<file path="src/rtl/svd_cordic_seq.sv">
`default_nettype none
// ============================================================================
// Module   : svd_cordic_seq
// Brief    : Micro-op sequencer driving the shared CORDIC core of the 2x2
//            Jacobi SVD: two vectoring ops, angle combine, four rotations.
//            Optional macro SVD_SEQ_SCALE_EN appends a gain-scale op (op6).
// Revision : 1.0 - initial release
// ============================================================================
module svd_cordic_seq #(
   parameter  int ITER = 12,
   localparam int SHW  = $clog2(ITER)
) (
   input  logic           clk,
   input  logic           rst,
   input  logic           start,
   input  logic           ack,
   output logic           busy,
   output logic           ready,
   output logic [2:0]     op_idx,
   output logic [1:0]     cordic_mode,
   output logic           cordic_load,
   output logic           cordic_en,
   output logic [SHW-1:0] cordic_shift,
   output logic           wb_en,
   output logic           ang_calc
);

   typedef enum logic [2:0] {
      S_IDLE  = 3'd0,
      S_LOAD  = 3'd1,
      S_ITER  = 3'd2,
      S_WB    = 3'd3,
      S_ANGLE = 3'd4,
      S_DONE  = 3'd5
   } state_t;

   localparam logic [1:0]     c_MODE_ROT   = 2'b00;
   localparam logic [1:0]     c_MODE_VEC   = 2'b01;
   localparam logic [SHW-1:0] c_LAST_SHIFT = SHW'(ITER - 1);
`ifdef SVD_SEQ_SCALE_EN
   localparam logic [1:0]     c_MODE_SCALE = 2'b10;
   localparam logic [2:0]     c_LAST_OP    = 3'd6;
`else
   localparam logic [2:0]     c_LAST_OP    = 3'd5;
`endif

   state_t r_state;

   // Ops 0/1 extract the sum/difference angles; the rest rotate (or scale).
   function automatic logic [1:0] f_mode(input logic [2:0] op);
      logic [1:0] m;
      m = c_MODE_ROT;
      if (op < 3'd2)
         m = c_MODE_VEC;
`ifdef SVD_SEQ_SCALE_EN
      else if (op == 3'd6)
         m = c_MODE_SCALE;
`endif
      return m;
   endfunction

   always_ff @(posedge clk or negedge rst) begin
      if (!rst) begin
         r_state      <= S_IDLE;
         busy         <= 1'b0;
         ready        <= 1'b0;
         op_idx       <= 3'd0;
         cordic_mode  <= c_MODE_ROT;
         cordic_load  <= 1'b0;
         cordic_en    <= 1'b0;
         cordic_shift <= '0;
         wb_en        <= 1'b0;
         ang_calc     <= 1'b0;
      end else begin
         cordic_load <= 1'b0;
         cordic_en   <= 1'b0;
         wb_en       <= 1'b0;
         ang_calc    <= 1'b0;
         case (r_state)
            S_IDLE: begin
               if (start) begin
                  r_state     <= S_LOAD;
                  op_idx      <= 3'd0;
                  cordic_mode <= c_MODE_VEC;
                  cordic_load <= 1'b1;
                  busy        <= 1'b1;
               end
            end
            S_LOAD: begin
               r_state      <= S_ITER;
               cordic_shift <= '0;
               cordic_en    <= 1'b1;
            end
            S_ITER: begin
               if (cordic_shift == c_LAST_SHIFT) begin
                  r_state      <= S_WB;
                  cordic_shift <= '0;
                  wb_en        <= 1'b1;
               end else begin
                  cordic_shift <= cordic_shift + 1'b1;
                  cordic_en    <= 1'b1;
               end
            end
            S_WB: begin
               if (op_idx == 3'd1) begin
                  r_state  <= S_ANGLE;
                  ang_calc <= 1'b1;
               end else if (op_idx == c_LAST_OP) begin
                  r_state     <= S_DONE;
                  busy        <= 1'b0;
                  ready       <= 1'b1;
                  cordic_mode <= c_MODE_ROT;
               end else begin
                  r_state     <= S_LOAD;
                  op_idx      <= op_idx + 3'd1;
                  cordic_mode <= f_mode(op_idx + 3'd1);
                  cordic_load <= 1'b1;
               end
            end
            S_ANGLE: begin
               r_state     <= S_LOAD;
               op_idx      <= 3'd2;
               cordic_mode <= c_MODE_ROT;
               cordic_load <= 1'b1;
            end
            S_DONE: begin
               // A new run takes priority over a readout acknowledge.
               if (start) begin
                  r_state     <= S_LOAD;
                  op_idx      <= 3'd0;
                  cordic_mode <= c_MODE_VEC;
                  cordic_load <= 1'b1;
                  busy        <= 1'b1;
                  ready       <= 1'b0;
               end else if (ack) begin
                  r_state <= S_IDLE;
                  op_idx  <= 3'd0;
                  ready   <= 1'b0;
               end
            end
            default: begin
               r_state <= S_IDLE;
               busy    <= 1'b0;
               ready   <= 1'b0;
            end
         endcase
      end
   end

endmodule
`default_nettype wire

</file>
<file path="config.mk">
export PLATFORM = sky130hd
export DESIGN_NAME = svd_cordic_seq
export DESIGN_NICKNAME = d
export VERILOG_FILES = /design/src/rtl/svd_cordic_seq.sv
export SDC_FILE = /design/constraint.sdc
export NUM_CORES = 1
export LEC_CHECK = 0
export BUFFER_PORTS_ARGS = -buffer_cell sky130_fd_sc_hd__buf_2
export CAP_MARGIN = 20
export CORE_MARGIN = 5
export CORE_UTILIZATION = 53
export CTS_CLUSTER_SIZE = 16
export DETAILED_ROUTE_END_ITERATION = 8
export PLACE_DENSITY_LB_ADDON = 0.08
export SLEW_MARGIN = 15
export SYNTH_ARGS = -nofsm -noshare
export SYNTH_HDL_FRONTEND = slang
export SYNTH_SLANG_ARGS = --single-unit
</file>
<file path="constraint.sdc">
create_clock -name clk -period 1.53 [get_ports clk]
set_input_delay 0 -clock clk [delete_from_list [all_inputs] [get_ports clk]]
set_output_delay 0 -clock clk [all_outputs]
set_load 0.1 [all_outputs]
</file>
# --- After elaboration in Yosys (flattened, before gate mapping) ---
# Index checks and enable logic that the tools add are counted.
totals:
  reg_bits: 18
  inputBits: 4
  output_inout_bits: 15
  word_cells: 80
op_classes:
  n_addsub: 2
  order_cmp: 1
  n_eq_ne: 15
  muxes: 38
  bitwise_logic: 2
  n_reduce_logical: 12
op_table:
  columns: ["op", "count"]
  rows:
  - ["two-way mux 3 bit", 10]
  - ["one-hot mux 3 bit (6 select lines)", 1]
  - ["two-way mux 1 bit", 17]
  - ["one-hot mux 3 bit (4 select lines)", 1]
  - ["inequality test 2 bit (second input constant)", 5]
  - ["equality test 3 bit (second input constant)", 3]
  - ["one-hot mux 1 bit (3 select lines)", 3]
  - ["one-hot mux 4 bit (2 select lines)", 1]
  - ["AND reduction 4 bit", 2]
  - ["equality test 3 x 1 -> 1 bit (second input constant)", 2]
  - ["equality test 3 x 2 -> 1 bit (second input constant)", 2]
  - ["one-hot mux 2 bit (3 select lines)", 1]
  - ["AND reduction 3 bit", 2]
  - ["AND reduction 5 bit", 1]
  - ["adder 4 x 1 -> 4 bit (second input constant)", 1]
  - ["equality test 4 bit (second input constant)", 1]
  - ["two-way mux 2 bit", 2]
  - ["two-way mux 4 bit", 1]
  - ["nonzero test 4 bit", 1]
  - ["OR reduction 4 bit", 1]
  - ["adder 3 x 1 -> 3 bit (second input constant)", 1]
  - ["zero test 3 bit", 1]
  - ["< comparator 3 x 2 -> 1 bit (second input constant)", 1]
  - ["inequality test 3 bit (second input constant)", 1]
  - ["7 further kinds", 8]

# --- Logic depth before layout (Yosys ltp) ---
# Gate-level depths: netlist of the first run.
depth:
  word_depth: 6
  ltp_mapped: 6
  ltp_nobuf: 6

# --- Worst setup path before layout of the first run ---
# Ideal clock, no wire load.
synth_timing:
  path_type: "reg2reg"
  from: "reg op_idx[0]"
  to: "reg cordic_mode[0]"
  t_arrival_ns: 1.952
  path_slack_ns: -0.550
  path_stages_with_launch: 5
  period_less_slack_ns: 2.080
  path_cell_list: "dfrtp_1 > ha_1 > nand2b_1 > a21oi_1 > mux2_1"
synth_between:
  elab_chain_cells: 6
synth_rtl:
  columns: ["item", "line", "rtl"]
  rows:
  - ["start: declaration", "19", "output logic [2:0] op_idx,"]
  - ["start signal: assignment", "115", "op_idx <= op_idx + 3'd1;"]
  - ["adder 3 x 1 -> 3 bit", "116", "cordic_mode <= f_mode(op_idx + 3'd1);"]
  - ["< comparator 3 x 2 -> 1 bit", "53", "if (op < 3'd2)"]
  - ["two-way mux 1 bit", "53", null]
  - ["two-way mux 1 bit", "108", "end else if (op_idx == c_LAST_OP) begin"]
  - ["two-way mux 2 bit", "105", "if (op_idx == 3'd1) begin"]
  - ["one-hot mux 2 bit (3 select lines)", "79", "case (r_state)"]
  - ["end signal: assignment", "84", "cordic_mode <= c_MODE_VEC;"]
  - ["end signal: assignment", "112", "cordic_mode <= c_MODE_ROT;"]
  - ["end signal: assignment", "116", null]
  - ["end: declaration", "20", "output logic [1:0] cordic_mode,"]
# Parallel ways exist; a longest one is shown, timed or not. The select of a mux whose other input is x is not followed.
# A chain may end at the register's enable or synchronous reset.

# --- Worst setup path after layout of the first run ---
layout_timing:
  from: "reg r_state[0]"
  to: "reg cordic_shift[2]"
layout_between:
  elab_chain_cells: 2
layout_rtl:
  columns: ["item", "line", "rtl"]
  rows:
  - ["start: declaration", "47", "state_t r_state;"]
  - ["start signal: assignment", "64", "r_state <= S_IDLE;"]
  - ["start signal: assignment", "82", "r_state <= S_LOAD;"]
  - ["start signal: assignment", "90", "r_state <= S_ITER;"]
  - ["equality test 3 x 2 -> 1 bit or equality test 3 x 1 -> 1 bit (tied branches)", "79", null]
  - ["one-hot mux 4 bit (2 select lines) or nonzero test 2 bit (tied branches)", null, null]
  - ["end signal: assignment", "100", "cordic_shift <= cordic_shift + 1'b1;"]
  - ["end: declaration", "23", "output logic [SHW-1:0] cordic_shift,"]
# Parallel ways exist; a longest one is shown, timed or not.

==> metrics.yaml, run 1 <==
outcome:
  status: "finished, final reports clean"
clock_tree:
  clkSinkCount: 17
  clk_pin_slew_ns: 0.11
  cts_buffers: 3
  root_buffer: "clkbuf_4"
  cts_setup_buffers: 0
  cts_tree: "built"
  insertion_delay_ns: 0.29
  htree_num_levels: 1
  clock_path_buffers: 2
floorplanning:
  dieWidth_microns: 53.8
  start_util_pct: 57.1
  ios: 19
  dieArea_sq_um: 2900
  die_h_microns: 53.8
  core_sq_um: 1780
  rows: 15
layout:
  diodes: 0
  fillCellCount: 137
  drive_gt1_share_pct: 37.2
  final_common_cell: "buf_2"
  nNetsFinal: 138
  mostFrequentLayoutCells: "17 x buf_2, 11 x o21ai_0, 10 x nor2_1, 10 x dfrtp_1, 8 x nand2_1"
  syn2layout_area_growth_pct: 19.9
global_route:
  antenna_found_initial: 0
  grt_max_degree: 18
  globalRouteTotalUtil_pct: 16.9
  grt_overflow_total: 0
  grt_pass1_wl_mm: 3.57
  grt_pass1_vias: 769
route:
  final_antenna_net_count: 0
  route.detailed.drc: 0
  num_vias: 869
  routed_wirelength_mm: 2.12
  firstDrtPassIters: 4
  routedWlPerCell_microns: 13.8
  vias_per_cell: 5.64
  drtIter0Drc: 24
setup_path:
  end_kind: "flip-flop"
  arrival_ns: 1.67
  worstRegToRegCells: 5
  startpoint_type: "flip-flop"
  worstSetupPathType: "flip-flop to flip-flop"
  r2r_end: "cordic_shift[2]$_DFFE_PN0P_"
  timing.rr.start: "r_state[0]$_DFFE_PN0P_"
  cp.required_ns: 1.74
  critPathMaxFanout: 7
  r2r_setup_slack_ns: 0.07
placed_design:
  dp_slack_ns: 0.0860
  hpwl_mm: 1.55
  portBuffers: 17
  gp_congestion: 0.804
sta:
  drv_slew: 0
  setup_slack_ns: 0.0717
  whs_ns: 0.0564
  finalHoldViolCount: 0
  period_share_pct: 95.3
  period_minus_slack_ns: 1.46
  max_freq_mhz: 686
  setup_viol: 0
  skew_ns: 0.0121
run:
  max-cap-violations: 0
synthesis:
  ys_types: 39
  ys_ff_latch: 17
  ys_seq_area_share_pct: 41.8
  yosysWarnings: 0
  synthTopCellsByArea: "dfrtp_1 42%, o21ai_0 5.4%, ha_1 4.9%"
  syn_inst: 107
  yosysTopAreaCell: "dfrtp_1"
  netlist_area_sq_um: 1020
  synth.avg_cell_area_sq_um: 9.52
  synth_top_area_share_pct: 41.8
  synth_nets: 115
worst_hold_path:
  worstHoldPathType: "primary input to flip-flop"
  hold_end: "r_state[2]$_DFFE_PN0P_"
  hold_path.startpoint: "ack"
  hold_depth: 4
-- cells in the mapped netlist --
master	count
dfrtp_1	17
o21ai_0	11
nor2_1	10
nand2_1	8
a21oi_1	7
ha_1	4
a22oi_1	3
buf_4	3
inv_1	3
nor3_1	3
o21a_1	3
a21o_1	2
a31oi_1	2
buf_2	2
buf_6	2
nand3_1	2
o21bai_1	2
o22ai_1	2
a2bb2oi_1	1
and3_1	1
and3b_1	1
conb_1	1
mux2_1	1
mux2i_1	1
nand2_2	1
nand2b_1	1
nand2b_4	1
nand3b_1	1
nand3b_2	1
nand4b_1	1
nor2_4	1
nor3_2	1
nor3b_1	1
nor3b_2	1
o21ai_2	1
o32a_1	1
or2_2	1
xnor2_1	1
xnor2_2	1
-- per-layer routing --
metal | up-vias | wire length (microns) | track usage, %
met3 | 6 | 127 | 2.49
met5 | - | 0 | 0
li1 | 421 | - | -
met2 | 38 | 885 | 24.6
met1 | 404 | 1070 | 24.9
met4 | 0 | 38 | 6.38
-- logic make-up after synthesis --
kind of cell               Yosys count  share of synthesized area (%)
and+or+nand+nor                     36                           20.5
AOI/OAI and AO/OA                   35                           21.4
DFF                                 17                           41.8
buffers and inverters               10                           6.51
adders and majority gates            4                           4.91
xor gates and xnor gates             2                           2.46
muxes                                2                           2.09
other                                1                          0.368
-- worst max-delay path by stage --
stage	startpoint	slack [ns]	to
after detailed placement	op_idx[1]$_DFFE_PN0P_	0.09	cordic_mode[0]$_DFFE_PN0P_
after global placement	op_idx[1]$_DFFE_PN0P_	0.11	cordic_mode[0]$_DFFE_PN0P_
final	r_state[0]$_DFFE_PN0P_	0.07	cordic_shift[2]$_DFFE_PN0P_
after floorplan	op_idx[1]$_DFFE_PN0P_	-0.02	cordic_mode[0]$_DFFE_PN0P_
after CTS	op_idx[1]$_DFFE_PN0P_	0.07	cordic_mode[0]$_DFFE_PN0P_
after global routing	r_state[0]$_DFFE_PN0P_	-0.007	cordic_shift[2]$_DFFE_PN0P_
-- final cells by class --
class | instances | area [sq um] | share of cell area, %
timing repair buffer | 25 | 148 | 12.1
clock buffer | 4 | 26.3 | 2.15
sequential | 17 | 444 | 36.4
inverter | 3 | 11.3 | 0.922
multi-input combinational | 80 | 561 | 45.9
tap | 25 | 31.3 | 2.56
-- timing repair --
item                       in CTS  in global routing
hold endpoints to repair       17                  0
setup endpoints to repair       0                  3
gates resized for setup         0                  3
hold buffers                    1                  0
-- flip-flops by register name, summed over array words and instances, names as in the netlist --
register / count
ang_calc: 1
busy: 1
cordic_en: 1
cordic_load: 1
cordic_mode: 1
cordic_shift: 4
op_idx: 3
r_state: 3
ready: 1
wb_en: 1
-- worst max-delay path: stages (launching register included) --
cell and delay (ns):
dfrtp_1 0.48, buf_4 0.19, nor2_1 0.24, nand3_4 0.15, o21a_1 0.20, o22ai_1 0.12
-- per-stage QoR --
stage	cells	instance area, sq um	setup TNS [ns]	utilization, %
after floorplan	107	1050	-0.0231	-
after global placement	149	1170	0	65.5
after detailed placement	149	1170	0	65.5
after CTS	154	1200	0	67.6
after global routing	154	1220	-0.00715	68.5
final	154	1220	0	68.5
Power of run 1 is not shown: default switching activity piles up to over one toggle a cycle in this logic, so the estimate is an artifact.
==> run 2: changes to the inputs <==
--- a/config.mk
+++ b/config.mk
@@ -5,6 +5,7 @@
 export SDC_FILE = /design/constraint.sdc
 export NUM_CORES = 1
 export LEC_CHECK = 0
+export ABC_AREA = 1
 export BUFFER_PORTS_ARGS = -buffer_cell sky130_fd_sc_hd__buf_2
 export CAP_MARGIN = 20
 export CORE_MARGIN = 5
==> run 2 against run 1 <==
Net effect: cell count is 13% higher; setup slack better by 0.026 ns; register-to-register slack better by 0.03 ns; via count stayed put; maximum frequency is 1.8% higher; critical path type unchanged; clock skew is 0.0031 ns lower; critical endpoint is now ready$_DFFE_PN0P_; area after synthesis is 5.3% lower; flip-flop and latch count stayed put; largest cell class unchanged.
==> metrics.yaml, run 2 <==
layout:
  drive_gt1_share_pct: 28.2  # was 37.2%
  mostFrequentLayoutCells: "45 x nand2_1, 17 x buf_2, 12 x inv_1"  # was 17 x buf_2, 11 x o21ai_0, 10 x nor2_1, 10 x dfrtp_1, 8 x nand2_1
  largestRegisters: "cordic_shift x4, op_idx x3, r_state x3"  # unchanged
  multi_input_area_sq_um: 477  # was 561 sq um
  final_core_util_pct: 66.2  # was 68.5%
  fillCellCount: 158  # was 137
  regArea_sq_um: 442  # was 444 sq um
  final_common_cell: "nand2_1"  # was buf_2
  nNetsFinal: 158  # was 138
  diodes: 0  # unchanged
  syn2layout_area_growth_pct: 18.4  # was 19.9%
  largest_reg_flops: 4  # unchanged
  regMostFlops: "cordic_shift"  # unchanged
route:
  routed_wirelength_mm: 1.88  # was 2.12 mm
  routedWlPerCell_microns: 10.8  # was 13.8 microns
  route.detailed.drc: 0  # unchanged
  num_vias: 869  # unchanged
  firstDrtPassIters: 4  # unchanged
  drtIter0Drc: 37  # was 24
  vias_per_cell: 4.99  # was 5.64
  final_antenna_net_count: 0  # unchanged
synthesis:
  yosysWarnings: 0  # unchanged
  ys_types: 22  # was 39
  synthTopCellsByArea: "dfrtp_1 44%, nand2_1 18%, ha_1 5.2%"  # was dfrtp_1 42%, o21ai_0 5.4%, ha_1 4.9%
  synth_nets: 135  # was 115
  synth.avg_cell_area_sq_um: 7.60  # was 9.52 sq um
  netlist_area_sq_um: 965  # was 1020 sq um
  yosysTopAreaCell: "dfrtp_1"  # unchanged
  synth_commonest_cells: "45 x nand2_1, 17 x dfrtp_1, 13 x inv_1, 11 x nor2_1, 10 x nand3_1"  # was 17 x dfrtp_1, 11 x o21ai_0, 10 x nor2_1, 8 x nand2_1, 7 x a21oi_1
  ys_ff_latch: 17  # unchanged
  async_reset_ff_share_pct: 100  # unchanged
  synth_most_common_cell: "nand2_1"  # was dfrtp_1
  syn_inst: 127  # was 107
  ys_seq_area_share_pct: 44.1  # was 41.8%
  synth_edf_count: 0  # unchanged
  synth_flop_cell: "dfrtp_1"  # unchanged
  synth_top_area_share_pct: 44.1  # was 41.8%
sta:
  max_freq_mhz: 698  # was 686 MHz
  period_share_pct: 93.6  # was 95.3%
  skew_ns: 0.00904  # was 0.0121 ns
  rsz0062_at_grt: "false"
  setup_slack_ns: 0.0973  # was 0.0717 ns
  tns_ns: 0  # unchanged
  drv_slew: 0  # unchanged
  period_minus_slack_ns: 1.43  # was 1.46 ns
  finalHoldViolCount: 0  # unchanged
  setup_viol: 0  # unchanged
run:
  max-cap-violations: 0  # unchanged
global_route:
  globalRouteTotalUtil_pct: 16.3  # was 16.9%
  antenna_found_initial: 0  # unchanged
  grt_max_degree: 18  # unchanged
  grt_pass1_wl_mm: 3.39  # was 3.57 mm
  grt_pass1_vias: 799  # was 769
  grt_overflow_total: 0  # unchanged
clock_tree:
  cts_setup_buffers: 0  # unchanged
  root_buffer: "clkbuf_4"  # unchanged
  cts_buffers: 3  # unchanged
  clock_path_buffers: 2  # unchanged
  clk_pin_slew_ns: 0.09  # was 0.11 ns
  insertion_delay_ns: 0.29  # about the same
  htree_num_levels: 1  # unchanged
  cts_tree: "built"  # unchanged
  clkSinkCount: 17  # unchanged
setup_path:
  critPathMaxFanout: 4  # was 7
  worstSetupPathType: "flip-flop to flip-flop"  # unchanged
  startpoint_type: "flip-flop"  # unchanged
  cp.required_ns: 1.71  # was 1.74 ns
  arrival_ns: 1.61  # was 1.67 ns
  end_kind: "flip-flop"  # unchanged
floorplanning:
  die_h_microns: 52.7  # was 53.8 microns
  rows: 15  # unchanged
  ios: 19  # unchanged
  core_sq_um: 1730  # was 1780 sq um
  start_util_pct: 55.9  # was 57.1%
  dieWidth_microns: 52.7  # was 53.8 microns
  dieArea_sq_um: 2770  # was 2900 sq um
placed_design:
  portBuffers: 17  # unchanged
  hpwl_mm: 1.46  # was 1.55 mm
  dp_slack_ns: 0.0940  # was 0.0860 ns
  gp_congestion: 0.802  # was 0.804
worst_hold_path:
  worstHoldPathType: "primary input to flip-flop"  # unchanged
outcome:
  status: "finished, final reports clean"  # unchanged
-- run 2: cell types whose count changed after synthesis, moves of 3 or more --
cell / previous run / this run
o21a_1: 3 / 0
nand4_1: 0 / 4
a22oi_1: 3 / 0
inv_1: 3 / 13
o21ai_0: 11 / 2
inv_2: 0 / 3
o21ai_1: 0 / 3
nand2_1: 8 / 45
a21oi_1: 7 / 1
nand3_1: 2 / 10
-- run 2: repair_timing --
action,in CTS,in global routing
gates resized for setup,0,1
endpoints found under the hold margin,18,0
hold buffers,2,0
setup endpoints to repair,0,2
-- run 2: area by class of cell --
class | instances | area share (%)
Inverter | 16 | 5.26
Multi-Input combinational cell | 93 | 41.7
Timing Repair Buffer | 19 | 9.20
Sequential cell | 17 | 38.7
Clock inverter | 1 | 0.438
Tap cell | 25 | 2.74
Clock buffer | 3 | 1.97
-- run 2: critical path, stage by stage, from the launching register on --
cell and delay (ns):
dfrtp_4 0.50, inv_2 0.07, ha_2 0.20, nand2_1 0.07, inv_1 0.10, nor2_1 0.07, nor2_2 0.13, nand3_1 0.09
nand2_1 0.06, nand2_1 0.05
-- run 2: path summary, 6_finish.rpt --
kind                       slack (ns)             startpoint                endpoint  depth (start not counted)
setup / recovery                  0.1  op_idx[1]$_DFFE_PN0P_       ready$_DFFE_PN0P_                          9
hold / removal                   0.13                    ack  r_state[0]$_DFFE_PN0P_                          6
setup reg to reg                  0.1  op_idx[1]$_DFFE_PN0P_       ready$_DFFE_PN0P_                          9
hold reg to reg                  0.48       busy$_DFFE_PN0P_        busy$_DFFE_PN0P_                          2
max in group asynchronous        1.08                    rst   op_idx[1]$_DFFE_PN0P_                          2
min in group asynchronous        0.14                    rst         wb_en$_DFF_PN0_                          2
-- run 2: routing by layer --
layer	track usage (%)	share of wire [%]	up-vias
met3	5.98	7.2	6
li1	-	-	443
met2	25.6	43	34
met5	0	0	-
met1	21.7	49	386
met4	2.55	1.5	0
-- run 2: cell families (layout without fill, tap and decap cells) --
logic type | after synthesis | count (layout) | synth area share (%)
DFF | 17 | 17 | 44.1
AOI/OAI and AO/OA | 8 | 8 | 4.80
adders and majority gates | 4 | 4 | 5.19
and+or+nand+nor | 78 | 78 | 36.7
xor gates and xnor gates | 2 | 2 | 1.82
other | 1 | 1 | 0.389
buffers and inverters | 17 | 39 | 7.00
-- run 2: metrics by stage --
step / cell area [sq um] / hold slack [ns] / std cells
final: 1140 / 0.134 / 174
after global routing: 1140 / 0.177 / 174
after CTS: 1140 / 0.127 / 174
after detailed placement: 1090 / -0.0668 / 168
after global placement: 1090 / -0.0663 / 168
after floorplan: 983 / -0.296 / 127
Power of run 2 is left out for the same reason.
